$ cat config.mk
export PLATFORM = sky130hd
export DESIGN_NAME = vga_write_arbiter
export DESIGN_NICKNAME = d
export VERILOG_FILES = /design/src/rtl/vga_write_arbiter.sv
export SDC_FILE = /design/constraint.sdc
export NUM_CORES = 1
export LEC_CHECK = 0
export ABC_CLOCK_PERIOD_IN_PS = 6300
export BUFFER_PORTS_ARGS = -buffer_cell sky130_fd_sc_hd__buf_2
export CAP_MARGIN = 30
export CORE_MARGIN = 1.5
export CORE_UTILIZATION = 34
export DETAILED_ROUTE_END_ITERATION = 16
export HOLD_SLACK_MARGIN = 0.08
export PLACE_DENSITY = 0.61
export REMOVE_ABC_BUFFERS = 1
export SETUP_SLACK_MARGIN = 0.3
export SLEW_MARGIN = 20
export SYNTH_ARGS = -nofsm -noshare
export SYNTH_HDL_FRONTEND = slang
export SYNTH_SLANG_ARGS = --single-unit
export TNS_END_PERCENT = 30
$ cat constraint.sdc
create_clock -name Clock -period 6.3 [get_ports Clock]
set_input_delay 0.315 -clock Clock [delete_from_list [all_inputs] [get_ports Clock]]
set_output_delay 0.315 -clock Clock [all_outputs]
set_load 0.05 [all_outputs]
$ cat src/rtl/vga_write_arbiter.sv
// Shares the VGA adapter pixel-write port among NPORTS drawing engines.
// Each port is buffered in a small FIFO, and one pixel per cycle is drained onto the registered VGA bus.
module vga_write_arbiter #(
  parameter int unsigned NPORTS        = 4,
  parameter int unsigned DEPTH         = 4,
  parameter int unsigned PRIORITY_MODE = 0
) (
  input  logic                  Clock,
  input  logic                  Resetn,
  input  logic [10*NPORTS-1:0]  req_x,
  input  logic [9*NPORTS-1:0]   req_y,
  input  logic [9*NPORTS-1:0]   req_color,
  input  logic [NPORTS-1:0]     req_write,
  output logic [9:0]            VGA_x,
  output logic [8:0]            VGA_y,
  output logic [8:0]            VGA_color,
  output logic                  VGA_write,
  output logic [NPORTS-1:0]     port_full,
  output logic [NPORTS-1:0]     overflow
);

  localparam int unsigned AW = $clog2(DEPTH);
  localparam int unsigned CW = AW + 1;
  localparam int unsigned PW = $clog2(NPORTS);

  typedef struct packed {
    logic [9:0] x;
    logic [8:0] y;
    logic [8:0] color;
  } pixel_t;

  pixel_t          r_mem   [NPORTS][DEPTH];
  logic [AW-1:0]   r_wptr  [NPORTS];
  logic [AW-1:0]   r_rptr  [NPORTS];
  logic [CW-1:0]   r_count [NPORTS];
  logic [PW-1:0]   r_last_grant;

  logic            w_grant_valid;
  logic [PW-1:0]   w_grant_idx;
  logic [PW-1:0]   w_cand;
  logic [NPORTS-1:0] w_pop;
  logic [NPORTS-1:0] w_push;
  logic [CW-1:0]   w_count_next [NPORTS];
  pixel_t          w_head;

  // Arbitration on registered occupancy; descending loops leave the best candidate last.
  always_comb begin
    w_grant_valid = 1'b0;
    w_grant_idx   = '0;
    w_cand        = '0;
    if (PRIORITY_MODE != 0) begin
      for (int i = NPORTS - 1; i >= 0; i--) begin
        if (r_count[i] != '0) begin
          w_grant_valid = 1'b1;
          w_grant_idx   = PW'(i);
        end
      end
    end else begin
      for (int unsigned off = NPORTS; off >= 1; off--) begin
        w_cand = PW'((32'(r_last_grant) + off) % NPORTS);
        if (r_count[w_cand] != '0) begin
          w_grant_valid = 1'b1;
          w_grant_idx   = w_cand;
        end
      end
    end
  end

  assign w_head = r_mem[w_grant_idx][r_rptr[w_grant_idx]];

  // A full FIFO still accepts a write on the cycle its head is popped.
  always_comb begin
    w_pop  = '0;
    w_push = '0;
    for (int i = 0; i < NPORTS; i++) begin
      w_count_next[i] = r_count[i];
      w_pop[i]  = w_grant_valid && (w_grant_idx == PW'(i));
      w_push[i] = req_write[i] && ((r_count[i] != CW'(DEPTH)) || w_pop[i]);
      if (w_push[i] && !w_pop[i]) begin
        w_count_next[i] = r_count[i] + CW'(1);
      end else if (!w_push[i] && w_pop[i]) begin
        w_count_next[i] = r_count[i] - CW'(1);
      end
    end
  end

  always_ff @(posedge Clock) begin
    for (int i = 0; i < NPORTS; i++) begin
      if (Resetn && w_push[i]) begin
        r_mem[i][r_wptr[i]] <= {req_x[10*i +: 10], req_y[9*i +: 9], req_color[9*i +: 9]};
      end
    end
  end

  always_ff @(posedge Clock) begin
    if (!Resetn) begin
      for (int i = 0; i < NPORTS; i++) begin
        r_wptr[i]  <= '0;
        r_rptr[i]  <= '0;
        r_count[i] <= '0;
      end
      r_last_grant <= PW'(NPORTS - 1);
      VGA_x        <= '0;
      VGA_y        <= '0;
      VGA_color    <= '0;
      VGA_write    <= 1'b0;
      port_full    <= '0;
      overflow     <= '0;
    end else begin
      for (int i = 0; i < NPORTS; i++) begin
        if (w_push[i]) r_wptr[i] <= r_wptr[i] + AW'(1);
        if (w_pop[i])  r_rptr[i] <= r_rptr[i] + AW'(1);
        r_count[i]   <= w_count_next[i];
        port_full[i] <= (w_count_next[i] == CW'(DEPTH));
        if (req_write[i] && !w_push[i]) overflow[i] <= 1'b1;
      end
      VGA_write <= w_grant_valid;
      if (w_grant_valid) begin
        VGA_x        <= w_head.x;
        VGA_y        <= w_head.y;
        VGA_color    <= w_head.color;
        r_last_grant <= w_grant_idx;
      end
    end
  end

endmodule

==> out/metrics.cfg <==
[worst_setup_path]
cp.required_ns = 6.80
crit_fanout = 68
cp-end-kind = flop
path_delay_family = compound AO/OA/AOI/OAI gates
worst_r2r_path_depth = 10
cp.depth = 10
cp.buffers_inverters = 2
r2r_start = r_count[2][1]$_SDFF_PN0_
path_cells = nor3_2 -> a21boi_1 -> a311o_2 -> buf_4 -> nand4_1 -> nand4_1 -> buf_4 -> a311oi_1 -> o21ai_1 -> nand3_1
ff2ff_setup_slack_ns = 1.90
critPathKind = reg -> reg
cp_slowest_stage_delay_ns = 0.79
slowest_stage = a311o_2
cp-start-kind = flop
reg2reg_to = VGA_y[4]$_SDFFE_PN0N_
critPathArrivalTime_ns = 4.89

[clock_tree]
cts_num_sinks = 517
cts.repair.resized = 0
post-cts-setup-buffer-count = 0
cts_tree = done
clk_latency_ns = 0.62
clk_pin_slew_worst_paths_ns = 0.07
clockRootBuffer = clkbuf_16
ctsHoldBuffers = 115
cts_buffers = 52
h-tree-depth = 2
clock_tree.buffer_depth = 3

[drt]
wl_um = 61060
num_vias = 14543
drcViolationCount = 0
dr.pass1.iters = 5
drtAntennaViolNets = 0
vias_per_cell = 5.353
routedWlPerCell_um = 22.47
dr.first_iter.drc_count = 1279

[synthesis]
synth.most_common_cell = edfxtp_1
synthCells = 1606
ys_ff_latch = 517
synth-async-reset-ratio = 0
yosys_warnings = 0
synth_edf_count = 464
ys_seq_area_frac = 0.7036
synth_ff_type = edfxtp_1
yosys.cell_types.count = 64
netlist_top_cells_area = edfxtp_1, nand2_1, dfxtp_1, a311oi_1, a211oi_1
yosysTopAreaCellShare = 0.6538
synth_top_cell_by_area = edfxtp_1
syn_area_mm2 = 0.02131
avgSynthCellArea_um2 = 13.27
synth_common_cells = edfxtp_1, nand2_1, and3_1

[power]
power_density_mw_per_mm2 = 570.5
leakagePower_uw = 0.009172
power_frac_clock = 0.217
vdd_drop_max_mv = 1.018
netSwitchingPower_uw = 6564
p_seq_frac = 0.292
intPower_uw = 8291
p_sw_frac = 0.4419
comb_power_share = 0.490

[finish]
fin_util = 0.4212
multi_input_area_mm2 = 0.005782
final_cell_area_mm2 = 0.02604
instances_no_fill = 2717
drive_gt1_frac = 0.1608
nets = 1980
fillers = 5645
area_delta_synth_final_pct = 22.19
regArea_mm2 = 0.01499

[run_status]
status = finished, final reports clean

[floorplan]
coreArea_mm2 = 0.06183
start_util = 0.3447
ios = 155
die_y_um = 253.4
die_w_um = 253.4
num_rows = 91
dieArea_mm2 = 0.06419

[global_routing]
track_usage = 0.1889
grt_max_degree = 230
grt_first_pass_wirelength_um = 90730
grt-ovfl-total = 0
grt_pass1_vias = 14586
grt_antenna_before_repair = 8

[place]
dpl_cell_area_mm2 = 0.02306
finalWeightedCongestion = 0.8295
dp_hpwl_um = 37090
portBuffers = 154
dpl.cell_count = 2501

[flow_run]
cap_viol_max_count = 0

[worst_hold_path]
min_path_type = in -> reg
hp-start = Resetn
holdPathStages = 2

[sta]
finalHoldViolations = 0
period_needed_ns = 4.398
max_freq_mhz = 227.4
drv_slew = 0
clock-skew-final_ns = 0.03136
finalCritPeriodShare = 0.6981
rsz0062_at_grt = false
tightestPinTransition_ns = 1.155
fin_setup_tns_ns = 0
relSlewSlack = 0.2302
whs_ns = 0.1576
setup_violations = 0

==> layout make-up <==
cell class,count,share of cell area
Inverter,41,0.005910
Sequential cell,517,0.5758
Antenna cell,2,0.0001922
Clock buffer,64,0.05285
Multi-Input combinational cell,925,0.2220
Tap cell,837,0.04022
Timing Repair Buffer,297,0.08668
Clock inverter,34,0.01629
==> power groups by stage <==
stage	registers (uW)	clock network, uW	logic (uW)
detailed placement	4410	0	7110
global route	4380	3420	7930
global placement	4410	0	6940
floorplan	4620	0	4660
finish	4340	3230	7280
CTS	4350	3280	7190
==> through the flow <==
step | setup slack, ns | power, uW
after floorplan | -2.230 | 9273
after global placement | 2.065 | 11350
after detailed placement | 1.944 | 11520
after CTS | 1.939 | 14810
after global routing | 1.643 | 15730
final | 1.902 | 14860
==> layout by cell type, fill, tap and decap left out, types with 5 or more instances in the layout <==
master and instances:
a211o_1 5, a211oi_1 114, a21oi_1 10, a311oi_1 114, and3_1 114, buf_16 5
buf_2 154, buf_4 21, bufinv_16 8, clkbuf_1 9, clkbuf_16 52, clkinv_1 9
clkinv_2 10, dfxtp_1 53, dlygate4sd3_1 115, edfxtp_1 464, ha_1 28, inv_1 41
nand2_1 290, nand3_1 46, nor2_1 34, nor2_4 18, nor3_1 7, o21ai_0 20
o21ai_1 45, xnor2_1 9
==> metal layers <==
| layer | part of all wire | GRT usage | vias to the layer above |
|---|---|---|---|
| met1 | 0.43 | 0.2518 | 7238 |
| met5 | 0.0012 | 0 | - |
| met4 | 0.024 | 0.05800 | 12 |
| li1 | - | - | 6612 |
| met2 | 0.48 | 0.3137 | 561 |
| met3 | 0.066 | 0.03228 | 120 |
==> flip-flops by register name (all words and copies together) (netlist names), named ones only <==
signal	flops
VGA_color	9
VGA_write	1
VGA_x	10
VGA_y	9
overflow	4
port_full	4
r_count	12
r_last_grant	2
r_mem	448
r_rptr	8
r_wptr	8
==> worst max path at each step <==
stage	from	endpoint	slack, ns
after floorplan	r_count[2][1]$_SDFF_PN0_	r_mem[3][0]$_DFFE_PP_	-2.23
after global placement	r_count[2][1]$_SDFF_PN0_	r_mem[0][75]$_DFFE_PP_	2.06
after detailed placement	r_count[2][1]$_SDFF_PN0_	r_mem[0][12]$_DFFE_PP_	1.94
after CTS	r_count[2][1]$_SDFF_PN0_	r_mem[0][9]$_DFFE_PP_	1.94
after global routing	r_last_grant[1]$_SDFFE_PN1N_	r_mem[0][9]$_DFFE_PP_	1.64
final	r_count[2][1]$_SDFF_PN0_	VGA_y[4]$_SDFFE_PN0N_	1.90
==> logic make-up after synthesis <==
family	Yosys count	share of synthesized area
mux	2	0.0009394
fa+ha+maj	28	0.01644
compound gates	339	0.1209
flops	517	0.7036
simple gates	547	0.1210
xor+xnor	9	0.003699
buf+inv	164	0.03341
Power figures use the tool's default switching activity.
